## config.mk

```make
export PLATFORM = sky130hd
export DESIGN_NAME = cpu_controller
export DESIGN_NICKNAME = d
export VERILOG_FILES = /design/src/rtl/cpu_controller_pkg.sv /design/src/rtl/cpu_phase_counter.sv /design/src/rtl/cpu_controller.sv
export SDC_FILE = /design/constraint.sdc
export NUM_CORES = 1
export LEC_CHECK = 0
export CAP_MARGIN = 20
export CORE_AREA = 2 2 39 41
export CTS_CLUSTER_DIAMETER = 100
export DETAILED_ROUTE_END_ITERATION = 8
export DIE_AREA = 0 0 41 43
export PLACE_DENSITY_LB_ADDON = 0.12
export SLEW_MARGIN = 20
export SYNTH_ARGS = -nofsm -noshare
export SYNTH_HDL_FRONTEND = slang
export SYNTH_SLANG_ARGS = --single-unit
```

## constraint.sdc

```tcl
create_clock -name clock -period 1.7 [get_ports clock]
set_clock_uncertainty 0.1 [all_clocks]
set_input_delay 0.34 -clock clock [delete_from_list [all_inputs] [get_ports clock]]
set_output_delay 0.34 -clock clock [all_outputs]
set_load 0.01 [all_outputs]
```

## src/rtl/cpu_controller_pkg.sv

```systemverilog
// Shared opcode/phase encodings and decode helpers for the 8-bit RISC CPU
// control path; the ALU and instruction decoder reuse these definitions.
package cpu_controller_pkg;

  localparam int PHASE_W = 3;
  localparam int OP_W    = 3;

  localparam logic [OP_W-1:0] OP_HLT = 3'b000;
  localparam logic [OP_W-1:0] OP_SKZ = 3'b001;
  localparam logic [OP_W-1:0] OP_ADD = 3'b010;
  localparam logic [OP_W-1:0] OP_AND = 3'b011;
  localparam logic [OP_W-1:0] OP_XOR = 3'b100;
  localparam logic [OP_W-1:0] OP_LDA = 3'b101;
  localparam logic [OP_W-1:0] OP_STO = 3'b110;
  localparam logic [OP_W-1:0] OP_JMP = 3'b111;

  localparam logic [PHASE_W-1:0] PH_INST_ADDR  = 3'd0;
  localparam logic [PHASE_W-1:0] PH_INST_FETCH = 3'd1;
  localparam logic [PHASE_W-1:0] PH_INST_LOAD  = 3'd2;
  localparam logic [PHASE_W-1:0] PH_IDLE       = 3'd3;
  localparam logic [PHASE_W-1:0] PH_OP_ADDR    = 3'd4;
  localparam logic [PHASE_W-1:0] PH_OP_FETCH   = 3'd5;
  localparam logic [PHASE_W-1:0] PH_ALU_OP     = 3'd6;
  localparam logic [PHASE_W-1:0] PH_STORE      = 3'd7;

  // Full set of strobes produced by the sequencer in one cycle.
  typedef struct packed {
    logic sel;
    logic rd;
    logic wr;
    logic ld_ir;
    logic ld_ac;
    logic data_e;
    logic load_pc;
    logic inc_pc;
  } ctrl_t;

  // Opcodes that read an operand from memory and write the accumulator.
  function automatic logic is_aluop(input logic [OP_W-1:0] op);
    return (op == OP_ADD) || (op == OP_AND) || (op == OP_XOR) || (op == OP_LDA);
  endfunction

endpackage

```

## src/rtl/cpu_phase_counter.sv

```systemverilog
// Instruction-cycle phase counter: wraps after the last phase, holds when
// enable is low or freeze is high; asynchronous active-low reset to phase 0.
module cpu_phase_counter
  import cpu_controller_pkg::*;
#(
  parameter int NUM_PHASES = 8
) (
  input  logic               clock,
  input  logic               reset,
  input  logic               enable,
  input  logic               freeze,
  output logic [PHASE_W-1:0] phase
);

  localparam logic [PHASE_W-1:0] LAST_PHASE = PHASE_W'(NUM_PHASES - 1);

  logic [PHASE_W-1:0] phase_q;
  logic [PHASE_W-1:0] phase_d;

  always_comb begin
    phase_d = phase_q;
    if (enable && !freeze) begin
      if (phase_q == LAST_PHASE) phase_d = '0;
      else                       phase_d = phase_q + 1'b1;
    end
  end

  always_ff @(posedge clock or negedge reset) begin
    if (!reset) phase_q <= '0;
    else        phase_q <= phase_d;
  end

  assign phase = phase_q;

endmodule

```

## src/rtl/cpu_controller.sv

```systemverilog
// Instruction sequencer: decodes phase/opcode/zero into PC and datapath strobes
// with zero latency; enable low holds the phase and masks write-type strobes.
module cpu_controller
  import cpu_controller_pkg::*;
#(
  parameter int NUM_PHASES = 8,
  parameter int OPCODE_W   = 3
) (
  input  logic                clock,
  input  logic                reset,
  input  logic                enable,
  input  logic [OPCODE_W-1:0] Opcode,
  input  logic                zero,
  output logic                sel,
  output logic                rd,
  output logic                wr,
  output logic                ld_ir,
  output logic                ld_ac,
  output logic                data_e,
  output logic                load_pc,
  output logic                inc_pc,
  output logic                halt,
  output logic [PHASE_W-1:0]  phase
);

  logic  halted_q;
  logic  hlt_decode;
  logic  alu_op;
  ctrl_t dec;
  ctrl_t ctrl;

  cpu_phase_counter #(
    .NUM_PHASES (NUM_PHASES)
  ) u_phase_counter (
    .clock  (clock),
    .reset  (reset),
    .enable (enable),
    .freeze (halted_q),
    .phase  (phase)
  );

  assign alu_op     = is_aluop(Opcode);
  assign hlt_decode = (phase == PH_OP_ADDR) && (Opcode == OP_HLT);

  // Raw phase decode, before halt and enable masking.
  always_comb begin
    dec = '0;
    unique case (phase)
      PH_INST_ADDR: begin
        dec.sel = 1'b1;
      end
      PH_INST_FETCH: begin
        dec.sel = 1'b1;
        dec.rd  = 1'b1;
      end
      PH_INST_LOAD: begin
        dec.sel   = 1'b1;
        dec.rd    = 1'b1;
        dec.ld_ir = 1'b1;
      end
      PH_IDLE: begin
        dec.sel = 1'b1;
        dec.rd  = 1'b1;
      end
      PH_OP_ADDR: begin
        dec.inc_pc = 1'b1;
      end
      PH_OP_FETCH: begin
        dec.rd = alu_op;
      end
      PH_ALU_OP: begin
        dec.rd      = alu_op;
        dec.inc_pc  = (Opcode == OP_SKZ) && zero;
        dec.load_pc = (Opcode == OP_JMP);
        dec.data_e  = (Opcode == OP_STO);
      end
      PH_STORE: begin
        dec.rd      = alu_op;
        dec.ld_ac   = alu_op;
        dec.load_pc = (Opcode == OP_JMP);
        dec.wr      = (Opcode == OP_STO);
        dec.data_e  = (Opcode == OP_STO);
      end
      default: dec = '0;
    endcase
  end

  // A frozen cycle must not repeat a state-changing strobe; reads and
  // bus drive are idempotent, so they keep their decode.
  always_comb begin
    ctrl = dec;
    if (!enable) begin
      ctrl.wr      = 1'b0;
      ctrl.ld_ir   = 1'b0;
      ctrl.ld_ac   = 1'b0;
      ctrl.load_pc = 1'b0;
      ctrl.inc_pc  = 1'b0;
    end
    if (halted_q) begin
      ctrl.rd      = 1'b0;
      ctrl.wr      = 1'b0;
      ctrl.ld_ir   = 1'b0;
      ctrl.ld_ac   = 1'b0;
      ctrl.data_e  = 1'b0;
      ctrl.load_pc = 1'b0;
      ctrl.inc_pc  = 1'b0;
    end
  end

  // Halt latches on the edge that leaves OP_ADDR; the counter steps to
  // OP_FETCH on that same edge and then freezes there.
  always_ff @(posedge clock or negedge reset) begin
    if (!reset)                     halted_q <= 1'b0;
    else if (enable && hlt_decode)  halted_q <= 1'b1;
  end

  assign sel     = ctrl.sel;
  assign rd      = ctrl.rd;
  assign wr      = ctrl.wr;
  assign ld_ir   = ctrl.ld_ir;
  assign ld_ac   = ctrl.ld_ac;
  assign data_e  = ctrl.data_e;
  assign load_pc = ctrl.load_pc;
  assign inc_pc  = ctrl.inc_pc;
  assign halt    = halted_q || hlt_decode;

  a_pc_strobes_exclusive: assert property (
    @(posedge clock) disable iff (!reset) !(load_pc && inc_pc)
  );

endmodule

```

# After elaboration in Yosys (flattened, before gate mapping)
# Cells that the tools add are included.
[word_totals] register_bits=4 output_inout_bits=12 in_bits=7 elab_cells=43
[op_classes] reduce_logical=15 n_mux=11 n_eq_ne=14 n_addsub=1
[ops] op="equality test 3 bit (second input constant)" count=8
[ops] op="equality test 3 x 2 -> 1 bit (second input constant)" count=4
[ops] op="two-way mux 7 bit" count=1
[ops] op="equality test 3 x 1 -> 1 bit (second input constant)" count=2
[ops] op="logical NOT 3 bit" count=2
[ops] op="two-way mux 3 bit" count=2
[ops] op="OR reduction 3 bit" count=2
[ops] op="logical AND 1 bit" count=4
[ops] op="logical OR 1 bit" count=4
[ops] op="two-way mux 1 bit" count=4
[ops] op="two-way mux 2 bit" count=2
[ops] op="case mux 1 bit (2 select lines)" count=2
[ops] op="OR reduction 4 bit" count=1
[ops] op="adder 3 x 1 -> 3 bit (second input constant)" count=1
[ops] op="OR reduction 2 bit" count=1
[ops] op="logical NOT 1 bit" count=1

# Logic depth before layout (Yosys ltp)
# Gate-level depths: netlist of run 1.
[logic_depth] depth_word=7 mapped_depth=5 ltp_nobuf=5

# Hierarchy
# A second synthesis of run 1 with hierarchy kept.
[unflattened] hier_cells=33 area_unflattened_um2=334.1
[modules_own_cells] module="cpu_phase_counter" n_inst=1 cells_per_inst=11 seq_area_each_um2=75.1 area_each_um2=168.9
[modules_own_cells] module="cpu_controller" n_inst=1 cells_per_inst=22 seq_area_each_um2=25.0 area_each_um2=165.2

# Worst setup path after synthesis of run 1
# OpenSTA, ideal clock, no wires.
[synth_timing] path_type="flip-flop to output port" from="reg u_phase_counter.phase_q[0], in the netlist u_phase_counter.phase[0]" to="out sel" stages_incl_launch_ff=6 t_arrival_ps=1307 setup_slack_ps=-47 required_time_ps=1260 path_cell_list="dfrtp_1 -> inv_1 -> ha_1 -> or2_1 -> a21oi_1 -> o21ai_0"
[synth_via] elab_chain_cells=3 word_cells_on_any_way=6 classes_between="3 x eq/ne; 1 x mux; 2 x reduce/logical"
[synth_lines] element="start: declaration" line_no="cpu_phase_counter.sv:17" text="logic [PHASE_W-1:0] phase_q;"
[synth_lines] element="start signal: assignment" line_no="cpu_phase_counter.sv:30" text="else phase_q <= phase_d;"
[synth_lines] element="equality test 3 x 2 -> 1 bit (tied with other cells)" line_no="cpu_controller.sv:48" text="unique case (phase)"
[synth_lines] element="OR reduction 4 bit (no source line) *"
[synth_lines] element="two-way mux 1 bit *" line_no="cpu_controller.sv:48"
[synth_lines] element="end: declaration" line_no="cpu_controller.sv:14" text="output logic sel,"
# Mark *: on every way between the ends. The rest lies on a longest branch, timed or not.

# Worst setup path in the final report of run 1
[layout_timing] from="reg u_phase_counter.phase_q[1], in the netlist u_phase_counter.phase[1]" to="out rd"
[layout_via] elab_chain_cells=4 word_cells_on_any_way=10 classes_between="6 x eq/ne; 2 x mux; 2 x reduce/logical"
[layout_lines] element="equality test 3 bit (tied with other cells)" line_no="cpu_controller.sv:48"
[layout_lines] element="OR reduction 3 bit (no source line)"
[layout_lines] element="case mux 1 bit (2 select lines) *" line_no="cpu_controller.sv:48"
[layout_lines] element="two-way mux 7 bit *" line_no="cpu_controller.sv:99" text="if (halted_q) begin"
[layout_lines] element="end: declaration" line_no="cpu_controller.sv:15" text="output logic rd,"
# Marked as above.

==> results of run 1 <==
flip-flops by register name (all words and copies together) (netlist names):
register,flops
u_phase_counter.phase,3
halted_q,1
through the flow:
| step | hold WS [ns] | cells | TNS, ns |
|---|---|---|---|
| after global routing | 0.207 | 98 | -1.91 |
| after global placement | 0.449 | 89 | -4.70 |
| final | 0.199 | 98 | -1.28 |
| after detailed placement | 0.450 | 89 | -4.80 |
| after CTS | 0.192 | 96 | -1.46 |
| after floorplan | -0.0556 | 42 | -0.0181 |
how the worst max path moves through the flow:
stage	from	slack, ns	cells past startpoint	endpoint
2_1_floorplan	u_phase_counter.phase[0]	-0.02	5	rd
4_1_cts	u_phase_counter.phase[1]	-0.24	6	rd
3_5_place_dp	Opcode[1]	-0.72	5	rd
6_report	u_phase_counter.phase[1]	-0.25	6	rd
5_1_grt	u_phase_counter.phase[1]	-0.33	6	rd
3_3_place_gp	Opcode[1]	-0.66	5	rd
kinds of logic (layout without fill, tap and decap cells):
group / after synthesis / after routing / share of synthesized area (%)
XOR/XNOR: 1 / 1 / 2.18
AND/OR/NAND/NOR: 12 / 12 / 21.5
flip-flops: 4 / 4 / 24.9
AO/OA/AOI/OAI: 11 / 11 / 18.4
adder cells (fa/ha/maj): 7 / 7 / 21.8
multiplexers: 1 / 1 / 3.74
buffers and inverters: 6 / 46 / 7.47
per-layer routing:
layer  vias up  part of all wire [%]  global-route usage, %
met4         0                     0                   10.0
met5         -                     0                      0
li1        233                     -                      -
met2         7                    59                   24.4
met3         0                   2.4                   3.14
met1       223                    38                   17.0
timing repair:
item | 4_1_cts | 5_1_grt
gates resized for setup | 59 | 15
setup endpoints to repair | 12 | 9
setup buffers | 3 | 2
pin swaps | 4 | 2
hold buffers | 0 | 0
placed cells by master (no fill, tap or decap), types with 2 or more instances in the layout:
cell type	count
o21a_1	2
nor3_1	2
ha_4	5
clkbuf_4	3
buf_6	3
buf_2	9
inv_2	3
dlygate4sd2_1	5
a21oi_2	2
o21ai_1	2
dfrtp_2	3
clkdlybuf4s50_1	2
buf_4	16
nand2_1	2
inv_1	2
power groups by stage:
stage                     Combinational (W)  Clock (W)  Sequential (W)
final                              0.000868   0.000127        0.000197
after global routing               0.000955   0.000144        0.000206
after CTS                          0.000735   0.000136        0.000176
after detailed placement           0.000700          0        0.000174
after global placement             0.000701          0        0.000173
after floorplan                    0.000276          0        0.000195
area by class of cell:
| type | instances | share of cell area [%] |
|---|---|---|
| multi-input combinational | 32 | 45.7 |
| timing repair buffer | 37 | 33.8 |
| tap | 16 | 2.44 |
| sequential | 4 | 12.6 |
| inverter | 5 | 2.28 |
| clock buffer | 4 | 3.20 |
==> results.sh, run 1 <==
export IMPL_status="finished with violations"
export IMPL_violations="negative setup slack"
export IMPL_dr_pass1_iters=2
export IMPL_power_frac_comb_pct=72.8
export IMPL_power_w=0.00119
export IMPL_place_hpwl_um=797
export IMPL_viasPerCell=4.72
export IMPL_synth_async_reset_ratio_pct=100
export IMPL_dr_total_vias=463
export IMPL_regArea_sq_um=104
export IMPL_fin_crit_sh_pct=115
export IMPL_fmax_mhz=512
export IMPL_p_switching_w=0.000471
export IMPL_p_int_w=0.000721
export IMPL_syn_area_per_cell_sq_um=9.56
export IMPL_endpoint_kind="output port"
export IMPL_crit_required_ns=1.26
export IMPL_hp_class="in2async"
export IMPL_clk_pin_slew_ns=0.04
export IMPL_final_cell_area_sq_um=822
export IMPL_row_count=14
export IMPL_fin_ws_ns=-0.252
export IMPL_critPathTopFamily="flip-flops"
export IMPL_path_max_fanout=4
export IMPL_synth_top_flop_cell="dfrtp_1"
export IMPL_numCtsBuffers=3
export IMPL_swShare_pct=39.5
export IMPL_dieArea_sq_um=1760
export IMPL_drcViolationCount=0
export IMPL_final_util_pct=59.4
export IMPL_antenna_found_initial=0
export IMPL_first_global_vias=437
export IMPL_synth_edf_count=0
export IMPL_htreeDepth=1
export IMPL_synth_cell_types=24
export IMPL_rr_worst_depth=6
export IMPL_maxCapViolCount=0
export IMPL_port_buffers=18
export IMPL_place_gp_congestion=0.667
export IMPL_critical_path_startpoint_type="flip-flop"
export IMPL_clk_latency_ns=0.23
export IMPL_drive_gt1_share_pct=65.9
export IMPL_synth_top_cell_by_area="dfrtp_1"
export IMPL_cp_arrival_ns=1.51
export IMPL_cts_tree="yes"
export IMPL_rsz0062_at_grt="true"
export IMPL_slew_headroom_pct=84.7
export IMPL_synthTopCellsByArea="dfrtp_1 25%, ha_1 22%, inv_1 3.7%"
export IMPL_max_stage_delay_ns=0.43
export IMPL_coreArea_sq_um=1380
export IMPL_cts_buffer_depth=2
export IMPL_crit_type="reg2out"
export IMPL_leakage_nw=0.397
export IMPL_grt_pass1_wl_um=1750
export IMPL_drtIter0Drc=1
export IMPL_pre_cts_slack_ns=-0.717
export IMPL_regToRegSetupSlack_ns=0.20
export IMPL_pin_count=19
export IMPL_final_max_slew_viol_count=0
export IMPL_p_clk_share_pct=10.7
export IMPL_die_x_um=41
export IMPL_fin_nets=97
export IMPL_finalSetupViolations=8
export IMPL_cts_sinks=4
export IMPL_multi_input_area_sq_um=375
export IMPL_critical_path_slowest_cell="dfrtp_2"
export IMPL_synth_net_count=56
export IMPL_synth_seq_cells=4
export IMPL_yosysWarnings=0
export IMPL_power_density_nw_per_um2=1450
export IMPL_diodes=0
export IMPL_ys_top_cells_by_count="7 x ha_1, 4 x dfrtp_1, 4 x inv_1"
export IMPL_die_h_um=43
export IMPL_irDropWorstVdd_mv=0.847
export IMPL_nFillCells=123
export IMPL_post_route_min_period_ns=1.95
export IMPL_syn2layout_area_growth_pct=105
export IMPL_synth_most_common_cell="ha_1"
export IMPL_totalWireLength_um=1190
export IMPL_grt_max_degree=6
export IMPL_grt_overflow=0
export IMPL_hold_viol_final=0
export IMPL_rr_startpoint="u_phase_counter.phase[1]"
export IMPL_seq_power_share_pct=16.5
export IMPL_placed_area_sq_um=697
export IMPL_reg2reg_to="u_phase_counter.phase[0]"
export IMPL_ant_nets=0
export IMPL_synth_seq_area_share_pct=24.9
export IMPL_worst_pin_slew_ns=0.227
export IMPL_synth_top_area_share_pct=24.9
export IMPL_root_buffer="clkbuf_4"
export IMPL_avgRoutedWirePerCell_um=12.1
export IMPL_synth_cells=42
export IMPL_netlist_area_sq_um=402
export IMPL_start_util_pct=29.0
export IMPL_cp_cell_sequence="inv_2 > ha_2 > or2_1 > a21oi_2 > a211oi_2 > buf_2"
export IMPL_path_buf_inv=2
export IMPL_track_usage_pct=15.3
Power figures use the tool's default switching activity.
==> run 2: changes to the inputs <==
--- a/config.mk
+++ b/config.mk
@@ -6,10 +6,12 @@
 export NUM_CORES = 1
 export LEC_CHECK = 0
 export CAP_MARGIN = 20
-export CORE_AREA = 2 2 39 41
+export CELL_PAD_IN_SITES_DETAIL_PLACEMENT = 1
+export CELL_PAD_IN_SITES_GLOBAL_PLACEMENT = 1
+export CORE_MARGIN = 2
+export CORE_UTILIZATION = 27
 export CTS_CLUSTER_DIAMETER = 100
 export DETAILED_ROUTE_END_ITERATION = 8
-export DIE_AREA = 0 0 41 43
 export PLACE_DENSITY_LB_ADDON = 0.12
 export SLEW_MARGIN = 20
 export SYNTH_ARGS = -nofsm -noshare
==> run 2 against run 1 <==
The flow still finishes with violations (negative setup slack). Sequential share of layout area fell by 0.88 points. Power rose by 9.5%. First-iteration DRC count unchanged. Cell count is 1.0% higher. Highest routed layer unchanged.
==> results.sh, run 2 (same netlist as run 1, synthesis figures left out) <==
export IMPL_place_gp_congestion=0.706
export IMPL_drcViolationCount=0
export IMPL_leakage_nw=0.419
export IMPL_start_util_pct=29.7
export IMPL_totalWireLength_um=1540
export IMPL_antenna_found_initial=0
export IMPL_violations="negative setup slack"
export IMPL_crit_type="reg2out"
export IMPL_cts_buffer_depth=2
export IMPL_numCtsBuffers=3
export IMPL_drive_gt1_share_pct=69.0
export IMPL_dr_pass1_iters=2
export IMPL_cts_tree="yes"
export IMPL_placed_area_sq_um=718
export IMPL_pre_cts_slack_ns=-0.745
export IMPL_final_common_cell="buf_4"
export IMPL_track_usage_pct=19.4
export IMPL_worstSetupStartpoint="u_phase_counter.phase[0]"
export IMPL_power_density_nw_per_um2=1480
export IMPL_dp_cells=91
export IMPL_endpoint_kind="output port"
export IMPL_dr_total_vias=482
export IMPL_first_global_vias=517
export IMPL_fin_nets=99
export IMPL_cts_sinks=4
export IMPL_row_count=13
export IMPL_rsz0062_at_grt="true"
export IMPL_hold_viol_final=0
export IMPL_critical_path_startpoint_type="flip-flop"
export IMPL_viasPerCell=4.87
export IMPL_crit_required_ns=1.26
export IMPL_dieArea_sq_um=1810
export IMPL_place_hpwl_um=999
export IMPL_syn2layout_area_growth_pct=120
export IMPL_drtIter0Drc=1
export IMPL_clk_latency_ns=0.23
export IMPL_final_cell_area_sq_um=883
export IMPL_root_buffer="clkbuf_4"
export IMPL_diodes=0
export IMPL_final_max_slew_viol_count=0
export IMPL_worst_pin_slew_ns=0.307
export IMPL_rr_startpoint="u_phase_counter.phase[1]"
export IMPL_most_common_layout_cells="17 x buf_4, 8 x buf_2, 6 x dlygate4sd2_1, 5 x ha_4, 5 x buf_6"
export IMPL_fin_ws_ns=-0.275
export IMPL_fin_crit_sh_pct=116
export IMPL_die_x_um=42.6
export IMPL_final_cell_count_no_fill=99
export IMPL_grt_max_degree=6
export IMPL_rr_worst_depth=6
export IMPL_maxCapViolCount=0
export IMPL_ant_nets=0
export IMPL_pin_count=19
export IMPL_clk_pin_slew_ns=0.04
export IMPL_htreeDepth=1
export IMPL_hp_class="in2async"
export IMPL_cp_arrival_ns=1.54
export IMPL_timing_hold_ws_ns=0.202
export IMPL_coreArea_sq_um=1350
export IMPL_largest_reg_flops=3
export IMPL_irDropWorstVdd_mv=0.897
export IMPL_path_max_fanout=4
export IMPL_die_h_um=42.6
export IMPL_post_route_min_period_ns=1.98
export IMPL_status="finished with violations"
export IMPL_port_buffers=18
export IMPL_slew_headroom_pct=79.5
export IMPL_finalSetupViolations=9
export IMPL_grt_overflow=0
export IMPL_grt_pass1_wl_um=2630
export IMPL_fmax_mhz=506
export IMPL_avgRoutedWirePerCell_um=15.5
run 2: repair_timing:
item,in CTS,in global routing
pin swaps,8,7
gates cloned,0,0
hold buffers,0,0
endpoints found under the setup margin,12,9
gates resized for setup,66,12
buffers inserted,3,1
run 2: worst paths after layout:
kind,to,slack [ns]
max,rd,-0.28
max in group asynchronous,u_phase_counter.phase[1],1.11
max reg2reg,u_phase_counter.phase[0],0.15
min reg2reg,halted_q,0.41
min in group clock,halted_q,0.41
min,halted_q,0.20
run 2: final cells by class:
class,instances,area (sq um)
multi-input cells,32,409
inverters,5,18.8
repair buffers,39,307
fillers,146,467
clock buffers,4,26.3
flip-flops and latches,4,104
well taps,15,18.8
run 2: through the flow:
| stage | setup TNS, ns | utilization [%] | total power, W |
|---|---|---|---|
| floorplan | -0.0181 | - | 0.000470 |
| global placement | -5.19 | 53.2 | 0.000878 |
| detailed placement | -5.49 | 53.2 | 0.000897 |
| CTS | -1.48 | 59.9 | 0.00113 |
| global route | -2.22 | 65.4 | 0.00141 |
| finish | -1.58 | 65.4 | 0.00131 |
run 2: metal layers:
metal	part of all wire, %	up-vias	global-route usage [%]
met2	53	9	33.2
met1	46	237	25.1
met3	1.3	0	2.59
met5	0	-	0
li1	-	236	-
met4	0	0	5.63
run 2: critical path, stage by stage (launching register included):
cell	delay (ns)
dfrtp_2	0.42
ha_2	0.24
buf_6	0.11
ha_4	0.13
a21oi_4	0.03
a211oi_2	0.22
buf_2	0.16
run 2: power by group:
| group | switching [W] | total [W] | internal [W] | leakage, nW |
|---|---|---|---|---|
| clock | 0.0000371 | 0.000125 | 0.0000879 | 0.0150 |
| combinational | 0.000445 | 0.000987 | 0.000543 | 0.358 |
| sequential | 0.0000567 | 0.000193 | 0.000136 | 0.0468 |
==> run 3: changes to the inputs <==
--- a/config.mk
+++ b/config.mk
@@ -10,7 +10,6 @@
 export CELL_PAD_IN_SITES_GLOBAL_PLACEMENT = 1
 export CORE_MARGIN = 2
 export CORE_UTILIZATION = 27
-export CTS_CLUSTER_DIAMETER = 100
 export DETAILED_ROUTE_END_ITERATION = 8
 export PLACE_DENSITY_LB_ADDON = 0.12
 export SLEW_MARGIN = 20
==> results of run 3 <==
Same layout as run 2: the final DEF is identical, and so are final timing and power.
==> variant 1 (flow settings as in run 1) <==
Register the inputs `enable`, `Opcode` and `zero` before use, with the module's reset. The logic sees them one clock later. Comments in the files are not updated.
--- a/src/rtl/cpu_controller.sv
+++ b/src/rtl/cpu_controller.sv
@@ -25,2 +25,18 @@
 
+  logic enable_q;
+  logic [OPCODE_W-1:0] Opcode_q;
+  logic zero_q;
+
+  always_ff @(posedge clock or negedge reset) begin
+    if (!reset) begin
+      enable_q <= '0;
+      Opcode_q <= '0;
+      zero_q   <= '0;
+    end else begin
+      enable_q <= enable;
+      Opcode_q <= Opcode;
+      zero_q   <= zero;
+    end
+  end
+
   logic  halted_q;
@@ -36,3 +52,3 @@
     .reset  (reset),
-    .enable (enable),
+    .enable (enable_q),
     .freeze (halted_q),
@@ -41,4 +57,4 @@
 
-  assign alu_op     = is_aluop(Opcode);
-  assign hlt_decode = (phase == PH_OP_ADDR) && (Opcode == OP_HLT);
+  assign alu_op     = is_aluop(Opcode_q);
+  assign hlt_decode = (phase == PH_OP_ADDR) && (Opcode_q == OP_HLT);
 
@@ -72,5 +88,5 @@
         dec.rd      = alu_op;
-        dec.inc_pc  = (Opcode == OP_SKZ) && zero;
-        dec.load_pc = (Opcode == OP_JMP);
-        dec.data_e  = (Opcode == OP_STO);
+        dec.inc_pc  = (Opcode_q == OP_SKZ) && zero_q;
+        dec.load_pc = (Opcode_q == OP_JMP);
+        dec.data_e  = (Opcode_q == OP_STO);
       end
@@ -79,5 +95,5 @@
         dec.ld_ac   = alu_op;
-        dec.load_pc = (Opcode == OP_JMP);
-        dec.wr      = (Opcode == OP_STO);
-        dec.data_e  = (Opcode == OP_STO);
+        dec.load_pc = (Opcode_q == OP_JMP);
+        dec.wr      = (Opcode_q == OP_STO);
+        dec.data_e  = (Opcode_q == OP_STO);
       end
@@ -91,3 +107,3 @@
     ctrl = dec;
-    if (!enable) begin
+    if (!enable_q) begin
       ctrl.wr      = 1'b0;
@@ -113,3 +129,3 @@
     if (!reset)                     halted_q <= 1'b0;
-    else if (enable && hlt_decode)  halted_q <= 1'b1;
+    else if (enable_q && hlt_decode)  halted_q <= 1'b1;
   end
Behaviour: not the same (a bounded check fails within 4 cycles, from zero or initial values and one cycle with reset low).
==> variant 1 against run 1 <==
The flow still finishes with violations (negative setup slack). Worst setup slack got worse by 0.053 ns. Synthesized cell count increased by 9.5%. Critical path type unchanged. Count of clock-buffer cells in the layout unchanged. Non-clock buffer count decreased by 3. Routed wire length increased by 30%. Total power increased by 7.5%. Sequential cell count increased by 5. Area after synthesis increased by 21%. Largest power group unchanged. Design area increased by 17%.
==> variant 1: results (changes against run 1) <==
| Metric | Value |
|---|---|
| Gpl congestion | `0.783 (+17%)` |
| Sw frac | `39.2% (-0.35 points)` |
| Largest net degree at the start of global routing | `10 (+4)` |
| Post-place instance area | `783 µm² (+12%)` |
| Initial DRC count | `10 (+9)` |
| DP Cell Count | `92 (+3.4%)` |
| Synth top area cells | `dfrtp_1 (46%), ha_1 (15%), nor4_1 (5.1%)` |
| Endpoints failing setup | `9 (+1)` |
| Detailed-route via count | `506 (+9.3%)` |
| Final worst slack | `-0.305 ns (-0.0527 ns)` |
| Hold slack | `0.263 ns (+0.0643 ns)` |
| Filler cells | `109 (-11%)` |
| Sequential fraction of the synthesis area | `46.3% (+21 points)` |
| RR Endpoint | `u_phase_counter.phase[1]` |
| Layout cells sized above 1 | `59.5% (-6.3 points)` |
| Cells after Synth | `46 (+9.5%)` |
| Non-filler cells, final | `100 (+2.0%)` |
| Violated checks | `negative setup slack` |
| Vias in the first global route | `500 (+14%)` |
| Status | `finished with violations` |
| Crit Path Max Fanout | `3 (-1)` |
| Leak | `0.440 nW (+11%)` |
| Post-synthesis net count | `59 (+5.4%)` |
| Slew HR | `74.6% (-10 points)` |
| Worst-Skew Late Latency | `0.26 ns (+0.03 ns)` |
| Global Route Usage Sum | `20.1% (+4.8 points)` |
| Max IR drop VDD | `627 µV (-26%)` |
[variant 1: timing repair]
item                                   CTS  global route
pin swaps                                6             4
gates resized for setup                 59            13
buffers inserted                         3             1
setup endpoints to repair               12            11
endpoints found under the hold margin    0             0
[variant 1: routing by layer]
layer | GRT usage [%] | vias up | share of wire (%)
met5 | 0 | - | 0
met4 | 14.0 | 0 | 4.1
met3 | 4.71 | 7 | 6.0
met2 | 28.1 | 30 | 51
met1 | 25.9 | 225 | 39
li1 | - | 244 | -
[variant 1: cell type report]
| class | count | area [µm²] | share of cell area, % |
|---|---|---|---|
| clock buffer | 4 | 26.3 | 2.74 |
| inverter | 5 | 18.8 | 1.96 |
| sequential | 9 | 226 | 23.6 |
| tap | 16 | 20.0 | 2.09 |
| multi-input combinational | 32 | 394 | 41.1 |
| timing repair buffer | 34 | 273 | 28.5 |
[variant 1: power by group through the flow]
stage	sequential [W]	clock, W	combinational [W]
floorplan	0.000310	0	0.000242
global placement	0.000283	0	0.000598
detailed placement	0.000285	0	0.000596
CTS	0.000305	0.000172	0.000689
global route	0.000312	0.000185	0.000875
finish	0.000307	0.000162	0.000812
[variant 1: how the worst max path moves through the flow]
stage	endpoint	slack, ns	cells past startpoint
after floorplan	rd	-0.02	4
after global placement	rd	-0.43	5
after detailed placement	rd	-0.42	5
after CTS	inc_pc	-0.29	5
after global routing	inc_pc	-0.38	5
final	rd	-0.30	5
[variant 1: kinds of logic (layout without fill, tap and decap cells)]
family	Yosys count	after routing	synth area share [%]
flip-flops	9	9	46.3
adder cells (fa/ha/maj)	6	6	15.4
XOR/XNOR	1	1	1.80
AND/OR/NAND/NOR	16	16	17.7
buffers and inverters	5	43	3.86
AO/OA/AOI/OAI	9	9	14.9
[variant 1: through the flow]
step	utilization [%]	setup slack (ns)	TNS [ns]	total power, W
CTS	65.0	-0.286	-1.87	0.00117
finish	69.3	-0.305	-1.83	0.00128
global route	69.3	-0.381	-2.41	0.00137
floorplan	-	-0.0227	-0.0227	0.000552
global placement	56.6	-0.431	-2.90	0.000881
detailed placement	56.6	-0.424	-2.77	0.000881
==> variant 2 (config.mk and constraints of run 1) <==
Made on the original files. Change the package constant `PHASE_W` from 3 to 6.
--- a/src/rtl/cpu_controller_pkg.sv
+++ b/src/rtl/cpu_controller_pkg.sv
@@ -4,3 +4,3 @@
 
-  localparam int PHASE_W = 3;
+  localparam int PHASE_W = 6;
   localparam int OP_W    = 3;
Interface: changed (resized phase); port bits go from 19 to 22. No check against the original RTL was run, so the function may have changed too.
==> variant 2 against run 1 <==
The flow still finishes with violations (negative setup slack). Non-clock buffer count rose by 20. Total power grew 74%. Worst setup slack lost 0.053 ns. Hold slack better by 0.046 ns. Core utilization is 25 points higher. Clock power increased by 22%. Sequential share of layout area increased by 2.6 points. Sequential cell count is 3 higher. Area after synthesis rose by 34%. Synthesized cell count increased by 48%. Routed wire length grew 69%. Design area is 43% higher. Final cell count is 39% higher.
==> variant 2: results (changes against run 1) <==
| Metric | Value |
|---|---|
| Status | `finished with violations` |
| Violated checks | `negative setup slack` |
| Metal1 wirelength | `846 µm (+86%)` |
| Gpl congestion | `0.760 (+14%)` |
| Routed met3 length | `79 µm (+180%)` |
| Post-place instance area | `946 µm² (+36%)` |
| GR Util met1 | `30.8% (+14 points)` |
| Largest net degree at the start of global routing | `10 (+4)` |
| Nets@finish | `132 (+36%)` |
| CP max stage cell | `or3_4` |
| Slew HR | `77.4% (-7.3 points)` |
| Max reg flops | `6 (+3)` |
| Delay-heaviest family, CP | `simple AND/OR/NAND/NOR gates` |
| # resized after CTS | `78 (+32%)` |
| Hold slack | `0.244 ns (+0.0456 ns)` |
| Netlist cell types | `25 (+4.2%)` |
| Endpoints failing setup | `10 (+2)` |
| First-pass GRT wire length | `2970 µm (+70%)` |
| Sequential fraction of the synthesis area | `32.5% (+7.6 points)` |
| Max IR drop VDD | `1190 µV (+41%)` |
| RR Endpoint | `u_phase_counter.phase[3]` |
| Vias in the first global route | `651 (+49%)` |
| Xor and xnor area share after synthesis | `6.50% (+4.3 points)` |
| Post-synthesis compound-gate area fraction | `9.05% (-9.3 points)` |
| Drt first pass iters | `4 (+2)` |
| R2r setup slk | `-0.02 ns (-0.22 ns)` |
| Number of port buffers | `21 (+3)` |
| Detailed-route via count | `700 (+51%)` |
| Comb. pwr | `0.00159 W (+83%)` |
| Worst reg2reg startpoint | `halted_q` |
| Final worst slack | `-0.305 ns (-0.0535 ns)` |
| Highest routed layer | `met4` |
| Global Route Usage Sum | `24.9% (+9.7 points)` |
| Reg2Reg Depth | `5 (-1)` |
-- variant 2: cell types whose count changed in the layout (fill, tap and decap cells not counted), moves of 3 or more --
cell	before	now
nor2_1	1	5
buf_6	3	8
nor3_2	0	7
dfrtp_1	1	4
nand4_1	0	3
inv_2	3	0
buf_4	16	28
dlygate4sd2_1	5	9
-- variant 2: worst max-delay path by stage --
| stage | startpoint | to | slack [ns] |
|---|---|---|---|
| after floorplan | u_phase_counter.phase[3] | inc_pc | -0.03 |
| after global placement | Opcode[0] | data_e | -0.61 |
| after detailed placement | enable | wr | -0.64 |
| after CTS | u_phase_counter.phase[4] | rd | -0.30 |
| after global routing | u_phase_counter.phase[4] | rd | -0.36 |
| final | u_phase_counter.phase[4] | rd | -0.31 |
-- variant 2: cell type report --
type	instances	area [µm²]
repair buffers	57	454
well taps	16	20.0
clock buffers	4	26.3
fillers	73	209
flip-flops and latches	7	179
multi-input cells	48	478
inverters	4	17.5
